### config.mk
export PLATFORM = sky130hd
export DESIGN_NAME = ddr4_cmd_decoder
export DESIGN_NICKNAME = d
export VERILOG_FILES = /design/src/rtl/ddr4_cmd_pkg.sv /design/src/rtl/ddr4_pin_decode.sv /design/src/rtl/ddr4_cmd_decoder.sv
export SDC_FILE = /design/constraint.sdc
export NUM_CORES = 1
export LEC_CHECK = 0
export BUFFER_PORTS_ARGS = -buffer_cell sky130_fd_sc_hd__buf_2
export CORE_AREA = 3 3 54 56
export DETAILED_ROUTE_END_ITERATION = 8
export DIE_AREA = 0 0 57 59
export GPL_TIMING_DRIVEN = 0
export HOLD_SLACK_MARGIN = 0.12
export PLACE_DENSITY = 0.69
export SLEW_MARGIN = 20
export SYNTH_ARGS = -nofsm -noshare
export SYNTH_HDL_FRONTEND = slang
export SYNTH_SLANG_ARGS = --single-unit
### constraint.sdc
create_clock -name clk -period 1.38 [get_ports clk]
set_input_delay 0.069 -clock clk [delete_from_list [all_inputs] [get_ports clk]]
set_output_delay 0.069 -clock clk [all_outputs]
set_load 0.02 [all_outputs]
### src/rtl/ddr4_cmd_pkg.sv
// ============================================================================
// ddr4_cmd_pkg : shared command bit indices, power states and pin opcodes
// Revision     : 1.0
// ============================================================================
`default_nettype none

package ddr4_cmd_pkg;

  localparam int CMD_W    = 19;
  localparam int CMD_ACT  = 18;
  localparam int CMD_BST  = 17;
  localparam int CMD_CFG  = 16;
  localparam int CMD_CKEH = 15;
  localparam int CMD_CKEL = 14;
  localparam int CMD_DPD  = 13;
  localparam int CMD_DPDX = 12;
  localparam int CMD_MRR  = 11;
  localparam int CMD_MRW  = 10;
  localparam int CMD_PD   = 9;
  localparam int CMD_PDX  = 8;
  localparam int CMD_PR   = 7;
  localparam int CMD_PRA  = 6;
  localparam int CMD_RD   = 5;
  localparam int CMD_RDA  = 4;
  localparam int CMD_REF  = 3;
  localparam int CMD_SRF  = 2;
  localparam int CMD_WR   = 1;
  localparam int CMD_WRA  = 0;

  typedef enum logic [1:0] {
    ACTIVE  = 2'd0,
    PWRDN   = 2'd1,
    SELFREF = 2'd2
  } pstate_t;

  // {ras_n, cas_n, we_n}
  localparam logic [2:0] OP_MRW  = 3'b000;
  localparam logic [2:0] OP_REF  = 3'b001;
  localparam logic [2:0] OP_PRE  = 3'b010;
  localparam logic [2:0] OP_RSVD = 3'b011;
  localparam logic [2:0] OP_WR   = 3'b100;
  localparam logic [2:0] OP_RD   = 3'b101;
  localparam logic [2:0] OP_CFG  = 3'b110;
  localparam logic [2:0] OP_NOP  = 3'b111;

  // DEC_NONE covers both deselect and NOP
  localparam logic [3:0] DEC_NONE = 4'd0;
  localparam logic [3:0] DEC_ACT  = 4'd1;
  localparam logic [3:0] DEC_MRW  = 4'd2;
  localparam logic [3:0] DEC_REF  = 4'd3;
  localparam logic [3:0] DEC_PR   = 4'd4;
  localparam logic [3:0] DEC_PRA  = 4'd5;
  localparam logic [3:0] DEC_RSVD = 4'd6;
  localparam logic [3:0] DEC_WR   = 4'd7;
  localparam logic [3:0] DEC_WRA  = 4'd8;
  localparam logic [3:0] DEC_RD   = 4'd9;
  localparam logic [3:0] DEC_RDA  = 4'd10;
  localparam logic [3:0] DEC_CFG  = 4'd11;

  function automatic logic [CMD_W-1:0] cmd_bit(input int idx);
    logic [CMD_W-1:0] one;
    one = 1;
    return one << idx;
  endfunction

endpackage

`default_nettype wire

### src/rtl/ddr4_pin_decode.sv
// ============================================================================
// ddr4_pin_decode : combinational DDR4 pin-to-command classification
// Revision        : 1.0
// ============================================================================
`default_nettype none

module ddr4_pin_decode
  import ddr4_cmd_pkg::*;
(
  input  logic       cs_n,
  input  logic       act_n,
  input  logic       ras_n,
  input  logic       cas_n,
  input  logic       we_n,
  input  logic       a10,
  output logic [3:0] dec
);

  logic [2:0] op;
  assign op = {ras_n, cas_n, we_n};

  always_comb begin
    dec = DEC_NONE;
    if (!cs_n) begin
      if (!act_n) begin
        dec = DEC_ACT;
      end else begin
        case (op)
          OP_MRW:  dec = DEC_MRW;
          OP_REF:  dec = DEC_REF;
          OP_PRE:  dec = a10 ? DEC_PRA : DEC_PR;
          OP_RSVD: dec = DEC_RSVD;
          OP_WR:   dec = a10 ? DEC_WRA : DEC_WR;
          OP_RD:   dec = a10 ? DEC_RDA : DEC_RD;
          OP_CFG:  dec = DEC_CFG;
          default: dec = DEC_NONE;
        endcase
      end
    end
  end

endmodule

`default_nettype wire

### src/rtl/ddr4_cmd_decoder.sv
// ============================================================================
// ddr4_cmd_decoder : registered DDR4 command decode with CKE power tracking
// Revision         : 1.0
// ============================================================================
`default_nettype none

module ddr4_cmd_decoder
  import ddr4_cmd_pkg::*;
#(
  parameter int BGWIDTH = 2,
  parameter int BAWIDTH = 2
) (
  input  logic               clk,
  input  logic               rst,
  input  logic               cke,
  input  logic               cs_n,
  input  logic               act_n,
  input  logic               ras_n,
  input  logic               cas_n,
  input  logic               we_n,
  input  logic               a10,
  input  logic [BGWIDTH-1:0] bg_i,
  input  logic [BAWIDTH-1:0] ba_i,
  output logic [18:0]        commands,
  output logic [BGWIDTH-1:0] bg,
  output logic [BAWIDTH-1:0] ba,
  output logic [1:0]         pstate,
  output logic               illegal
);

  // Bank-targeted commands; all-bank commands leave bg/ba untouched
  localparam logic [18:0] BANK_MASK =
      (19'(1) << CMD_ACT) | (19'(1) << CMD_PR) | (19'(1) << CMD_RD) |
      (19'(1) << CMD_RDA) | (19'(1) << CMD_WR) | (19'(1) << CMD_WRA);

  pstate_t     state, state_next;
  logic        cke_q;
  logic [3:0]  dec;
  logic [18:0] cmd_next;
  logic        ill_next;
  logic        load_bank;

  ddr4_pin_decode u_pin_decode (
    .cs_n  (cs_n),
    .act_n (act_n),
    .ras_n (ras_n),
    .cas_n (cas_n),
    .we_n  (we_n),
    .a10   (a10),
    .dec   (dec)
  );

  always_comb begin
    state_next = state;
    cmd_next   = '0;
    ill_next   = 1'b0;
    case (state)
      ACTIVE: begin
        if (cke_q && !cke) begin
          state_next = PWRDN;
          if (dec == DEC_REF) begin
            cmd_next   = cmd_bit(CMD_SRF) | cmd_bit(CMD_CKEL);
            state_next = SELFREF;
          end else if (dec == DEC_NONE) begin
            cmd_next = cmd_bit(CMD_PD) | cmd_bit(CMD_CKEL);
          end else begin
            cmd_next = cmd_bit(CMD_CKEL);
            ill_next = 1'b1;
          end
        end else if (cke) begin
          case (dec)
            DEC_ACT:  cmd_next = cmd_bit(CMD_ACT);
            DEC_MRW:  cmd_next = cmd_bit(CMD_MRW);
            DEC_REF:  cmd_next = cmd_bit(CMD_REF);
            DEC_PR:   cmd_next = cmd_bit(CMD_PR);
            DEC_PRA:  cmd_next = cmd_bit(CMD_PRA);
            DEC_WR:   cmd_next = cmd_bit(CMD_WR);
            DEC_WRA:  cmd_next = cmd_bit(CMD_WRA);
            DEC_RD:   cmd_next = cmd_bit(CMD_RD);
            DEC_RDA:  cmd_next = cmd_bit(CMD_RDA);
            DEC_CFG:  cmd_next = cmd_bit(CMD_CFG);
            DEC_RSVD: ill_next = 1'b1;
            default:  cmd_next = '0;
          endcase
        end
      end
      PWRDN: begin
        if (cke) begin
          cmd_next   = cmd_bit(CMD_PDX) | cmd_bit(CMD_CKEH);
          state_next = ACTIVE;
        end else if (dec != DEC_NONE) begin
          ill_next = 1'b1;
        end
      end
      SELFREF: begin
        if (cke) begin
          cmd_next   = cmd_bit(CMD_CKEH);
          state_next = ACTIVE;
        end else if (dec != DEC_NONE) begin
          ill_next = 1'b1;
        end
      end
      default: state_next = ACTIVE;
    endcase
  end

  assign load_bank = |(cmd_next & BANK_MASK);

  always_ff @(posedge clk) begin
    if (rst) begin
      state    <= ACTIVE;
      cke_q    <= 1'b1;
      commands <= '0;
      illegal  <= 1'b0;
      bg       <= '0;
      ba       <= '0;
    end else begin
      state    <= state_next;
      cke_q    <= cke;
      commands <= cmd_next;
      illegal  <= ill_next;
      if (load_bank) begin
        bg <= bg_i;
        ba <= ba_i;
      end
    end
  end

  assign pstate = state;

endmodule

`default_nettype wire
== Word-level counts from Yosys, hierarchy flattened ==
Index checks and enable logic that the tools add are counted.
Storage, ports and cells
  bits in registers: 27
  output and inout bits: 26
  bits of input ports: 13
Operators by class
  equality and inequality tests: 21
  reduce and logical (&&, ||, !) cells: 9
  muxes and demuxes: 26
Operators with widths (count)
  one-hot mux 19 bit (10 select lines): 1
  one-hot mux 19 bit (3 select lines): 1
  2-to-1 mux 19 bit: 2
  2-to-1 mux 16 bit: 2
  one-hot mux 4 bit (7 select lines): 1
  2-to-1 mux 10 bit: 2
  equality test 4 x 3 -> 1 bit (second input constant): 4
  equality test 4 bit (second input constant): 4
  2-to-1 mux 4 bit: 3
  equality test 3 bit (second input constant): 3
  equality test 4 x 2 -> 1 bit (second input constant): 2
  2-to-1 mux 1 bit: 8
  2-to-1 mux 2 bit: 4
  equality test 3 x 2 -> 1 bit (second input constant): 2
  OR reduction 6 bit: 1
  equality test 4 x 1 -> 1 bit (second input constant): 1
  zero test 4 bit: 1
  one-hot mux 2 bit (2 select lines): 1
  nonzero test 4 bit: 1
  equality test 3 x 1 -> 1 bit (second input constant): 1
  zero test 3 bit: 1
  equality test 2 x 1 -> 1 bit (second input constant): 1
  equality test 2 bit (second input constant): 1
  zero test 2 bit: 1
  other kinds (7): 7

== Logic depth before layout (Yosys ltp) ==
Gate-level depths: netlist of run 1.
  depth after elaboration: 10
  mapped depth: 6
  depth with buffers taken out: 6

== By module ==
From an unflattened synthesis of run 1, not the netlist that was laid out.
Unflattened totals
  cells, all modules: 121
  area, all modules: 1123.6 µm²
By module, submodules not included
  ddr4_cmd_decoder: area an instance 1009.7 µm², times used 1, cells an instance 105, seq. area each 460.4 µm²
  ddr4_pin_decode: area an instance 113.9 µm², times used 1, cells an instance 16, seq. area each 0.0 µm²

== Least setup slack after synthesis of run 1 ==
OpenSTA, ideal clock, no wires.
  path kind: reg-to-reg
  from: register state[0] (netlist: pstate[0])
  to: register ba[0]
  setup slack: -0.169 ns
  library setup time: 0.127 ns
  stages on the path, launching flop included: 6
  data required time: 1.253 ns
  data arrival time: 1.422 ns
  clock period less this slack: 1.549 ns
  cell sequence: dfxtp_1 > ha_1 > nand2b_1 > a311oi_4 > mux2i_1 > nor2_1
On the way
  cells in the longest elaborated chain, start to end: 3
  elaborated cells between the ends (all ways): 5
RTL lines
  from (decl): line ddr4_cmd_decoder.sv:36  | pstate_t state, state_next;
  from (signal assigned): line ddr4_cmd_decoder.sv:118  | state <= state_next;
  equality test 2 bit, or another cell as far along: line ddr4_cmd_decoder.sv:57  | case (state)
  one-hot mux 19 bit (3 select lines) *: line ddr4_cmd_decoder.sv:57
  OR reduction 6 bit *: line ddr4_cmd_decoder.sv:107  | assign load_bank = |(cmd_next & BANK_MASK);
  to (signal assigned): line ddr4_cmd_decoder.sv:124  | ba <= ba_i;
  to (decl): line ddr4_cmd_decoder.sv:26  | output logic [BAWIDTH-1:0] ba,
Every way passes the cells marked *; elsewhere a longest branch is shown, timed or not.
A chain may end at the register's enable or synchronous reset.

== Worst setup path in the final report of run 1 ==
  from: register state[1] (netlist: pstate[1])
  to: register bg[0]
On the way
  cells in the longest elaborated chain, start to end: 3
  elaborated cells between the ends (all ways): 5
RTL lines
  equality test 2 bit, or another cell as far along: line ddr4_cmd_decoder.sv:57
  one-hot mux 19 bit (3 select lines) *: line ddr4_cmd_decoder.sv:57
  OR reduction 6 bit *: line ddr4_cmd_decoder.sv:107
  to (signal assigned): line ddr4_cmd_decoder.sv:123  | bg <= bg_i;
  to (decl): line ddr4_cmd_decoder.sv:25  | output logic [BGWIDTH-1:0] bg,
Marked as above.

==> run summary, run 1 <==
Fin worst setup slack - -25.3 ps
Drt total wl - 2.45 mm
Tot GR Track Use - 15.4%
First-pass GRT wire length - 3.94 mm
Area of the core - 0.00248 mm^2
# setup viols final - 4
Leading register cell type out of synthesis - dfxtp_1
R2r setup slk - -30 ps
Gr ovfl total - 0
Post-layout net count - 180
Area delta synth->final - 55.3%
Maximum clock frequency - 712 MHz
Post-synth top area cell - dfxtp_1
Cell Area, Synth - 987 um^2
Critical path type - flip-flop to flip-flop
Leakage - 0.686 nW
Antenna violations before repair - 0
Pin count of the biggest net entering global routing - 13
Clock skew - 4.49 ps
GR Util met1 - 16.7%
Die area - 0.00336 mm^2
Clock buffer depth - 2
RSZ-0062 raised after global routing - yes
Met2 Use GR - 27.2%
1st-iter DRT viols - 6
Non-Filler Instances - 192
Commonest cells post-synth - dfxtp_1 (23), nor2_1 (10), nand2b_1 (7)
Root Driver - clkbuf_4
Placer congestion estimate - 0.852
Detailed placer's ending HPWL - 1.55 mm
Post-layout min period - 1410 ps
I/O pin count - 39
Register area share after synthesis - 46.6%
WP data required - 1570 ps
Most frequent cell after synthesis - dfxtp_1
Clock tree sinks - 23
Number of synthesized flops with an enable pin - 0
R2R Path Start - pstate[1]
Ys Warns - 0
Total power - 1.27 mW
Status - finished, violations left
H-tree levels - 1
Post-synthesis cell type count - 35
Synth top area cells - dfxtp_1 (47%), ha_1 (5.1%), nand2b_1 (4.4%)
Met3 Track Usage GR - 4.58%
Post-route DRC - 0
HP Start - a10
Min-Delay Path Class - primary input to flip-flop
Pins Over Slew Limit - 0
Crit. Startpoint - pstate[1]
Setup TNS - -81.0 ps
Antenna cells - 0
CP startpoint kind - flip-flop
Post-Syn Area per Cell - 10.1 um^2
Synthesized instance count - 98
Yosys reg bits - 23
Reg-to-Reg End - bg[0]
Number of port buffers - 34
Clk Latency, worst-skew pair - 300 ps
Synth async-reset ratio - 0%
Crit path to - bg[0]
Routed WL per cell - 12.8 um
Hold Vio Cnt, Final - 0
Maximum VDD drop - 582 uV
DR pass1 iterations - 4
FF-to-FF path depth - 6
Vias in the first global route - 876
Die Ht - 59 um
CTS tree - done
Power density cells - 828 mW/mm^2
Critical Path AT - 1600 ps
Max Cap Violations - 0
DP Cell Count - 165
Grt peak-use layer - met2
Share of cells above drive strength 1 - 45.1%
Worst-path clk slew - 110 ps
Final core occ - 61.9%
Via count - 926
Rows - 18
Final period util - 102%
DR vias/cell - 4.82
Post-synth top area share - 46.6%
Antenna Nets Post-Route - 0
CP Capture Type - flip-flop
Num CTS Buffers - 3
Failing checks - negative setup slack
Crit-path max FO - 4
Initial core utilization - 39.8%
Die width - 57 um
[registers in the layout (all words and copies together) (netlist names)]
register	count
commands	15
ba	2
bg	2
pstate	2
illegal	1
cke_q	1
[logic make-up (layout without fill, tap and decap cells)]
family                   count (synthesis)  after routing  share of synthesized area [%]
AND/OR/NAND/NOR                         45             45                           28.8
flip-flops                              23             23                           46.6
AO/OA/AOI/OAI                           11             11                           9.76
buffers and inverters                   10             71                           5.32
adder cells (fa/ha/maj)                  4              4                           5.07
multiplexers                             4              4                           4.06
other                                    1              4                          0.380
[power by group]
part           total, mW  leakage, nW  internal, mW  switching (mW)
combinational      0.283        0.483         0.140           0.143
clock              0.296       0.0150         0.113           0.183
sequential         0.690        0.188         0.680         0.00997
total               1.27        0.686         0.933           0.336
[per-stage QoR]
stage | hold slack, ps | setup WS, ps | area, um^2
final | 164 | -25.3 | 1530
after global routing | 168 | -84.5 | 1530
after CTS | 128 | -16.1 | 1460
after detailed placement | 312 | -305 | 1250
after global placement | 304 | -247 | 1250
after floorplan | 174 | -52.1 | 1040
[routing by layer]
metal,vias to the layer above,wire (um)
met5,-,0
li1,466,-
met4,0,45
met3,6,156
met2,26,1270
met1,428,984
[how the worst min path moves through the flow]
stage                     depth (start not counted)      endpoint
after floorplan                                   1  commands[14]
after global placement                            3         ba[0]
after detailed placement                          3         ba[1]
after CTS                                         3   commands[7]
after global routing                              3   commands[7]
final                                             3   commands[1]
[layout make-up]
class | count | area (um^2)
Fill cell | 226 | 945
Multi-Input combinational cell | 68 | 572
Sequential cell | 23 | 468
Timing Repair Buffer | 57 | 372
Buffer | 8 | 45.0
Tap cell | 30 | 37.5
Clock buffer | 4 | 26.3
Inverter | 2 | 12.5
[critical path, cell delays in order (launching register included)]
cell,delay (ps)
dfxtp_4,390
ha_4,170
nand2b_4,150
a311oi_4,200
buf_6,160
mux2i_1,180
nor2_1,50
[cells in the final DEF, fill, tap and decap left out, types with 2 or more instances in the layout]
cell	instances
dfxtp_1	21
buf_2	34
nor3b_2	3
clkbuf_4	3
nor3_1	4
clkbuf_1	5
ha_4	2
inv_4	2
nor2b_1	2
mux2i_1	4
nand2b_1	6
dfxtp_4	2
o21ai_0	2
conb_1	4
ha_1	2
and3_1	2
buf_4	16
nor4b_1	2
dlygate4sd3_1	10
a21oi_1	2
nor2_1	9
[what timing repair did]
item	4_1_cts	5_1_grt
setup endpoints to repair	11	12
gates resized for setup	9	4
buffers inserted	7	6
endpoints found under the hold margin	14	1
hold buffers	9	1
pin swaps	4	2
Note: power is estimated with default switching activity, not from simulation.
==> inputs of run 2 (changes only) <==
--- a/config.mk
+++ b/config.mk
@@ -11,6 +11,7 @@
 export DIE_AREA = 0 0 57 59
 export GPL_TIMING_DRIVEN = 0
 export HOLD_SLACK_MARGIN = 0.12
+export MAX_ROUTING_LAYER = met4
 export PLACE_DENSITY = 0.69
 export SLEW_MARGIN = 20
 export SYNTH_ARGS = -nofsm -noshare
==> run 2 against run 1 <==
The run still ends with negative setup slack left; clock skew about the same; count of clock-buffer cells in the layout unchanged; sequential power about the same; die area unchanged; sequential cell count unchanged; non-clock buffer count unchanged; highest routed layer unchanged; global-route usage up 0.46 points; core utilization unchanged; design area unchanged.
==> run summary, run 2 (synthesized netlist as in run 1, its figures left out) <==
Status - finished, violations left (unchanged)
Failing checks - negative setup slack (unchanged)
Wire length on met2 - 1.28 mm (was 1.27 mm)
Critical Path AT - 1600 ps (about the same)
Vias in the first global route - 876 (unchanged)
CTS tree - done (unchanged)
Gr ovfl total - 0 (unchanged)
Leakage - 0.686 nW (unchanged)
Sequential Power Share - 54.4% (about the same)
Fin worst setup slack - -23.5 ps (was -25.3 ps)
Number of port buffers - 34 (unchanged)
Routed WL per cell - 12.8 um (about the same)
Crit-path cells - ha_4, nand2b_4, a311oi_4, buf_6, mux2i_1, nor2_1 (unchanged)
Antenna cells - 0 (unchanged)
# setup viols final - 4 (unchanged)
Crit path largest cell delay - 390 ps (about the same)
Pint - 933 uW (about the same)
Via count - 927 (was 926)
Placer congestion estimate - 0.866 (was 0.852)
Die width - 57 um (unchanged)
Most common library cell in the layout ignoring fill and taps - buf_2 (unchanged)
Share of cells above drive strength 1 - 45.1% (unchanged)
M1 wire length - 996 um (was 984 um)
RSZ-0062 raised after global routing - yes (unchanged)
DR vias/cell - 4.83 (was 4.82)
Maximum clock frequency - 712 MHz (about the same)
Dpl ws - -305 ps (unchanged)
DR pass1 iterations - 4 (unchanged)
Area delta synth->final - 55.3% (unchanged)
Clock skew - 4.97 ps (was 4.49 ps)
Tot GR Track Use - 15.9% (was 15.4%)
Clk Latency, worst-skew pair - 300 ps (about the same)
Worst-path clk slew - 120 ps (was 110 ps)
Die Ht - 59 um (unchanged)
Clock tree sinks - 23 (unchanged)
Area of the core - 0.00248 mm^2 (unchanged)
Max Cap Violations - 0 (unchanged)
Detailed placer's ending HPWL - 1.55 mm (unchanged)
Rows - 18 (unchanged)
Pin count of the biggest net entering global routing - 13 (unchanged)
Clock network power share - 23.3% (about the same)
Biggest register - commands (unchanged)
Drt total wl - 2.46 mm (was 2.45 mm)
Antenna violations before repair - 0 (unchanged)
Total power - 1.27 mW (about the same)
DR top layer - met4 (unchanged)
Initial core utilization - 39.8% (unchanged)
Clock buffer depth - 2 (unchanged)
1st-iter DRT viols - 6 (unchanged)
Crit-path max FO - 4 (unchanged)
Post-route DRC - 0 (unchanged)
Post-layout net count - 180 (unchanged)
I/O pin count - 39 (unchanged)
Max reg flops - 15 (unchanged)
Hold Vio Cnt, Final - 0 (unchanged)
Critical path type - flip-flop to flip-flop (unchanged)
Pins Over Slew Limit - 0 (unchanged)
Num CTS Buffers - 3 (unchanged)
WP data required - 1570 ps (about the same)
Most frequent cells in the layout - buf_2 (34), dfxtp_1 (21), buf_4 (16) (unchanged)
Power density cells - 828 mW/mm^2 (about the same)
Die area - 0.00336 mm^2 (unchanged)
First-pass GRT wire length - 3.94 mm (unchanged)
Final core occ - 61.9% (unchanged)
CP Capture Type - flip-flop (unchanged)
H-tree levels - 1 (unchanged)
Min-Delay Path Class - primary input to flip-flop (unchanged)
Combinational power share - 22.3% (about the same)
Maximum VDD drop - 582 uV (about the same)
CP startpoint kind - flip-flop (unchanged)
Switching portion of total power - 26.5% (about the same)
Root Driver - clkbuf_4 (unchanged)
Final period util - 102% (about the same)
Post-layout min period - 1400 ps (was 1410 ps)
Highest-delay cell along the critical path - dfxtp_4 (unchanged)
Antenna Nets Post-Route - 0 (unchanged)
Met3 wire length - 143 um (was 156 um)
NetSw - 336 uW (about the same)
==> run 2: worst max-delay path: cells and delay by family (launching register included) <==
| kind | cells | cell delay (ps) |
|---|---|---|
| AO/OA/AOI/OAI | 1 | 210 |
| adder cells (fa/ha/maj) | 1 | 170 |
| buffers and inverters | 1 | 160 |
| flip-flops | 1 | 390 |
| multiplexers | 1 | 180 |
| AND/OR/NAND/NOR | 2 | 200 |
==> run 2: timing repair <==
item                                   CTS  global route
hold buffers                             9             1
pin swaps                                4             2
endpoints found under the hold margin   14             1
resized for setup                        9             4
buffers inserted                         7             6
setup endpoints to repair               11            12
==> run 2: layout make-up <==
type | count | area, um^2
buffer | 8 | 45.0
sequential | 23 | 468
inverter | 2 | 12.5
multi-input combinational | 68 | 572
timing repair buffer | 57 | 372
tap | 30 | 37.5
clock buffer | 4 | 26.3
fill | 226 | 945
==> run 2: layer usage <==
layer	GRT usage (%)	vias up
met5	-	-
met3	4.14	6
met4	7.95	0
li1	-	466
met2	27.2	26
met1	17.0	429
==> run 2: power groups by stage <==
| stage | Combinational, mW | Clock [mW] | Sequential (mW) |
|---|---|---|---|
| 6_report | 0.283 | 0.295 | 0.690 |
| 5_1_grt | 0.305 | 0.338 | 0.693 |
| 4_1_cts | 0.253 | 0.311 | 0.690 |
| 3_5_place_dp | 0.205 | 0 | 0.706 |
| 3_3_place_gp | 0.202 | 0 | 0.705 |
| 2_1_floorplan | 0.121 | 0 | 0.727 |
==> run 2: stage by stage <==
step / setup TNS, ps / hold WS, ps / std cells / area, um^2
4_1_cts: -34.9 / 128 / 185 / 1460
5_1_grt: -364 / 168 / 192 / 1530
6_report: -78.0 / 168 / 192 / 1530
3_3_place_gp: -1730 / 304 / 165 / 1250
3_5_place_dp: -2110 / 312 / 165 / 1250
2_1_floorplan: -209 / 174 / 101 / 1040
==> run 2: path summary, 6_finish.rpt <==
| check | start | end | slack [ps] | depth (start not counted) |
|---|---|---|---|---|
| hold / removal | a10 | commands[1] | 170 | 3 |
| hold reg to reg | ba[0] | ba[0] | 510 | 2 |
| setup reg to reg | pstate[1] | bg[0] | -20 | 6 |
| setup / recovery | pstate[1] | bg[0] | -20 | 6 |
==> inputs of run 3 (changes only) <==
--- a/config.mk
+++ b/config.mk
@@ -12,7 +12,7 @@
 export GPL_TIMING_DRIVEN = 0
 export HOLD_SLACK_MARGIN = 0.12
 export MAX_ROUTING_LAYER = met4
-export PLACE_DENSITY = 0.69
+export PLACE_DENSITY = 0.66
 export SLEW_MARGIN = 20
 export SYNTH_ARGS = -nofsm -noshare
 export SYNTH_HDL_FRONTEND = slang
==> constraint.sdc (replaced) <==
create_clock -name clk -period 1.8 [get_ports clk]
set_input_delay 0.09 -clock clk [delete_from_list [all_inputs] [get_ports clk]]
set_output_delay 0.09 -clock clk [all_outputs]
set_load 0.02 [all_outputs]
==> run 3 against run 2 <==
The flow now finishes without violations; hold slack lost 37 ps; die area unchanged; global-route usage decreased by 1.9 points; combinational power fell by 42%; core utilization down 8.8 points; count of clock-buffer cells in the layout stayed put; first-iteration DRC count grew to 3.3 times the previous value; critical path depth down 1; non-clock buffer count decreased by 15; sequential share of layout area rose by 4.5 points; largest cell class unchanged; largest power group unchanged.
==> run summary, run 3 (synthesized netlist as in run 1, its figures left out) <==
Die area - 0.00336 mm^2 (unchanged)
Worst-path clk slew - 120 ps (about the same)
I/O pin count - 39 (unchanged)
Clock buffer depth - 2 (unchanged)
Grt peak-use layer - met2 (unchanged)
Die width - 57 um (unchanged)
Root Driver - clkbuf_4 (unchanged)
Routed WL per cell - 11.6 um (was 12.8 um)
Tot GR Track Use - 14.0% (was 15.9%)
Pin count of the biggest net entering global routing - 13 (unchanged)
Final period util - 90.0% (was 102%)
Most frequent cells in the layout - buf_2 (34), dfxtp_1 (23), nor2_1 (9) (was buf_2 (34), dfxtp_1 (21), buf_4 (16))
Critical path type - flip-flop to flip-flop (unchanged)
Worst hold margin - 131 ps (was 168 ps)
Placer congestion estimate - 0.742 (was 0.866)
Share of cells above drive strength 1 - 31.3% (was 45.1%)
Critical Path AT - 1860 ps (was 1600 ps)
Area delta synth->final - 33.2% (was 55.3%)
Initial core utilization - 39.8% (unchanged)
Final core occ - 53.1% (was 61.9%)
Post-layout min period - 1620 ps (was 1400 ps)
CP startpoint kind - flip-flop (unchanged)
DR vias/cell - 4.71 (was 4.83)
Met3 Track Usage GR - 3.49% (was 4.14%)
Post-route DRC - 0 (unchanged)
Antenna violations before repair - 0 (unchanged)
Num CTS Buffers - 3 (unchanged)
RSZ-0062 raised after global routing - no (was yes)
Most common library cell in the layout ignoring fill and taps - buf_2 (unchanged)
Rows - 18 (unchanged)
Number of port buffers - 34 (unchanged)
Non-Filler Instances - 177 (was 192)
Gr ovfl total - 0 (unchanged)
WP buf/inv - 0 (was 1)
WP data required - 2040 ps (was 1570 ps)
Crit-path cells - ha_1, nand4bb_1, nor2_2, nand3_1, nor3b_1 (was ha_4, nand2b_4, a311oi_4, buf_6, mux2i_1, nor2_1)
Power density cells - 703 mW/mm^2 (was 828 mW/mm^2)
Max reg flops - 15 (unchanged)
Crit path largest cell delay - 360 ps (was 390 ps)
Maximum VDD drop - 403 uV (was 582 uV)
Delay-heaviest family, CP - simple AND/OR/NAND/NOR gates (was flip-flops)
Antenna Nets Post-Route - 0 (unchanged)
1st-iter DRT viols - 20 (was 6)
DR pass1 iterations - 3 (was 4)
Clock skew - 5.55 ps (was 4.97 ps)
DP Cell Count - 165 (unchanged)
# setup viols final - 0 (was 4)
Hold Vio Cnt, Final - 0 (unchanged)
Antenna cells - 0 (unchanged)
Pins Over Slew Limit - 0 (unchanged)
Maximum clock frequency - 617 MHz (was 712 MHz)
Vias in the first global route - 868 (was 876)
GR Util met1 - 15.2% (was 17.0%)
Clk Latency, worst-skew pair - 310 ps (was 300 ps)
Fin worst setup slack - 180 ps (was -23.5 ps)
Setup TNS - 0 ps (was -78.0 ps)
Clock tree sinks - 23 (unchanged)
Post-CTS Setup Bufs - 0 (was 7)
Detailed placer's ending HPWL - 1.56 mm (was 1.55 mm)
Biggest register - commands (unchanged)
Met2 Use GR - 22.5% (was 27.2%)
Via count - 833 (was 927)
CTS tree - done (unchanged)
Leakage - 0.600 nW (was 0.686 nW)
Drt total wl - 2.06 mm (was 2.46 mm)
Dpl ws - 131 ps (was -305 ps)
Min-Delay Path Class - primary input to flip-flop (unchanged)
Area of the core - 0.00248 mm^2 (unchanged)
Status - finished clean (was finished, violations left)
H-tree levels - 1 (unchanged)
Post-layout net count - 165 (was 180)
Crit-path max FO - 6 (was 4)
Die Ht - 59 um (unchanged)
CP Capture Type - flip-flop (unchanged)
Max Cap Violations - 0 (unchanged)
First-pass GRT wire length - 3.55 mm (was 3.94 mm)
Highest-delay cell along the critical path - dfxtp_1 (was dfxtp_4)
[run 3: routing by layer]
metal / routed length, um / part of all wire, % / vias to the layer above
met5: 0 / 0 / -
met4: 41 / 2.0 / 0
met3: 95 / 4.6 / 5
met2: 1040 / 50 / 22
met1: 889 / 43 / 368
li1: - / - / 438
[run 3: worst reg2reg max path, stage by stage, from the launching register on]
cell and delay (ps):
dfxtp_1 360, ha_1 270, nand4bb_1 340, nor2_2 260, nand3_1 130, nor3b_1 200
[run 3: what timing repair did]
item,CTS,global route
hold endpoints to repair,12,0
hold buffers,8,0
gates resized for setup,0,1
setup endpoints to repair,0,2
[run 3: final timing paths]
check	start	end	slack (ps)	cells after the start
worst min-delay path	cs_n	illegal	130	3
worst max-delay path	pstate[0]	commands[4]	180	5
worst max register to register	pstate[0]	commands[4]	180	5
worst min register to register	ba[1]	ba[1]	500	2
[run 3: metrics by stage]
step	power (mW)	instance area (um^2)
after global routing	0.972	1320
final	0.925	1320
after detailed placement	0.691	1210
after CTS	0.934	1310
after global placement	0.687	1210
after floorplan	0.643	998
[run 3: cell type report]
class	instances	area, um^2
fill	240	1160
timing repair buffer	42	250
sequential	23	460
tap	30	37.5
buffer	8	45.0
multi-input combinational	68	488
inverter	2	7.51
clock buffer	4	26.3
[run 3: report_power, final]
part / switching [mW] / internal, mW
logic: 0.0913 / 0.0727
registers: 0.00586 / 0.523
clock network: 0.146 / 0.0866
total: 0.243 / 0.682
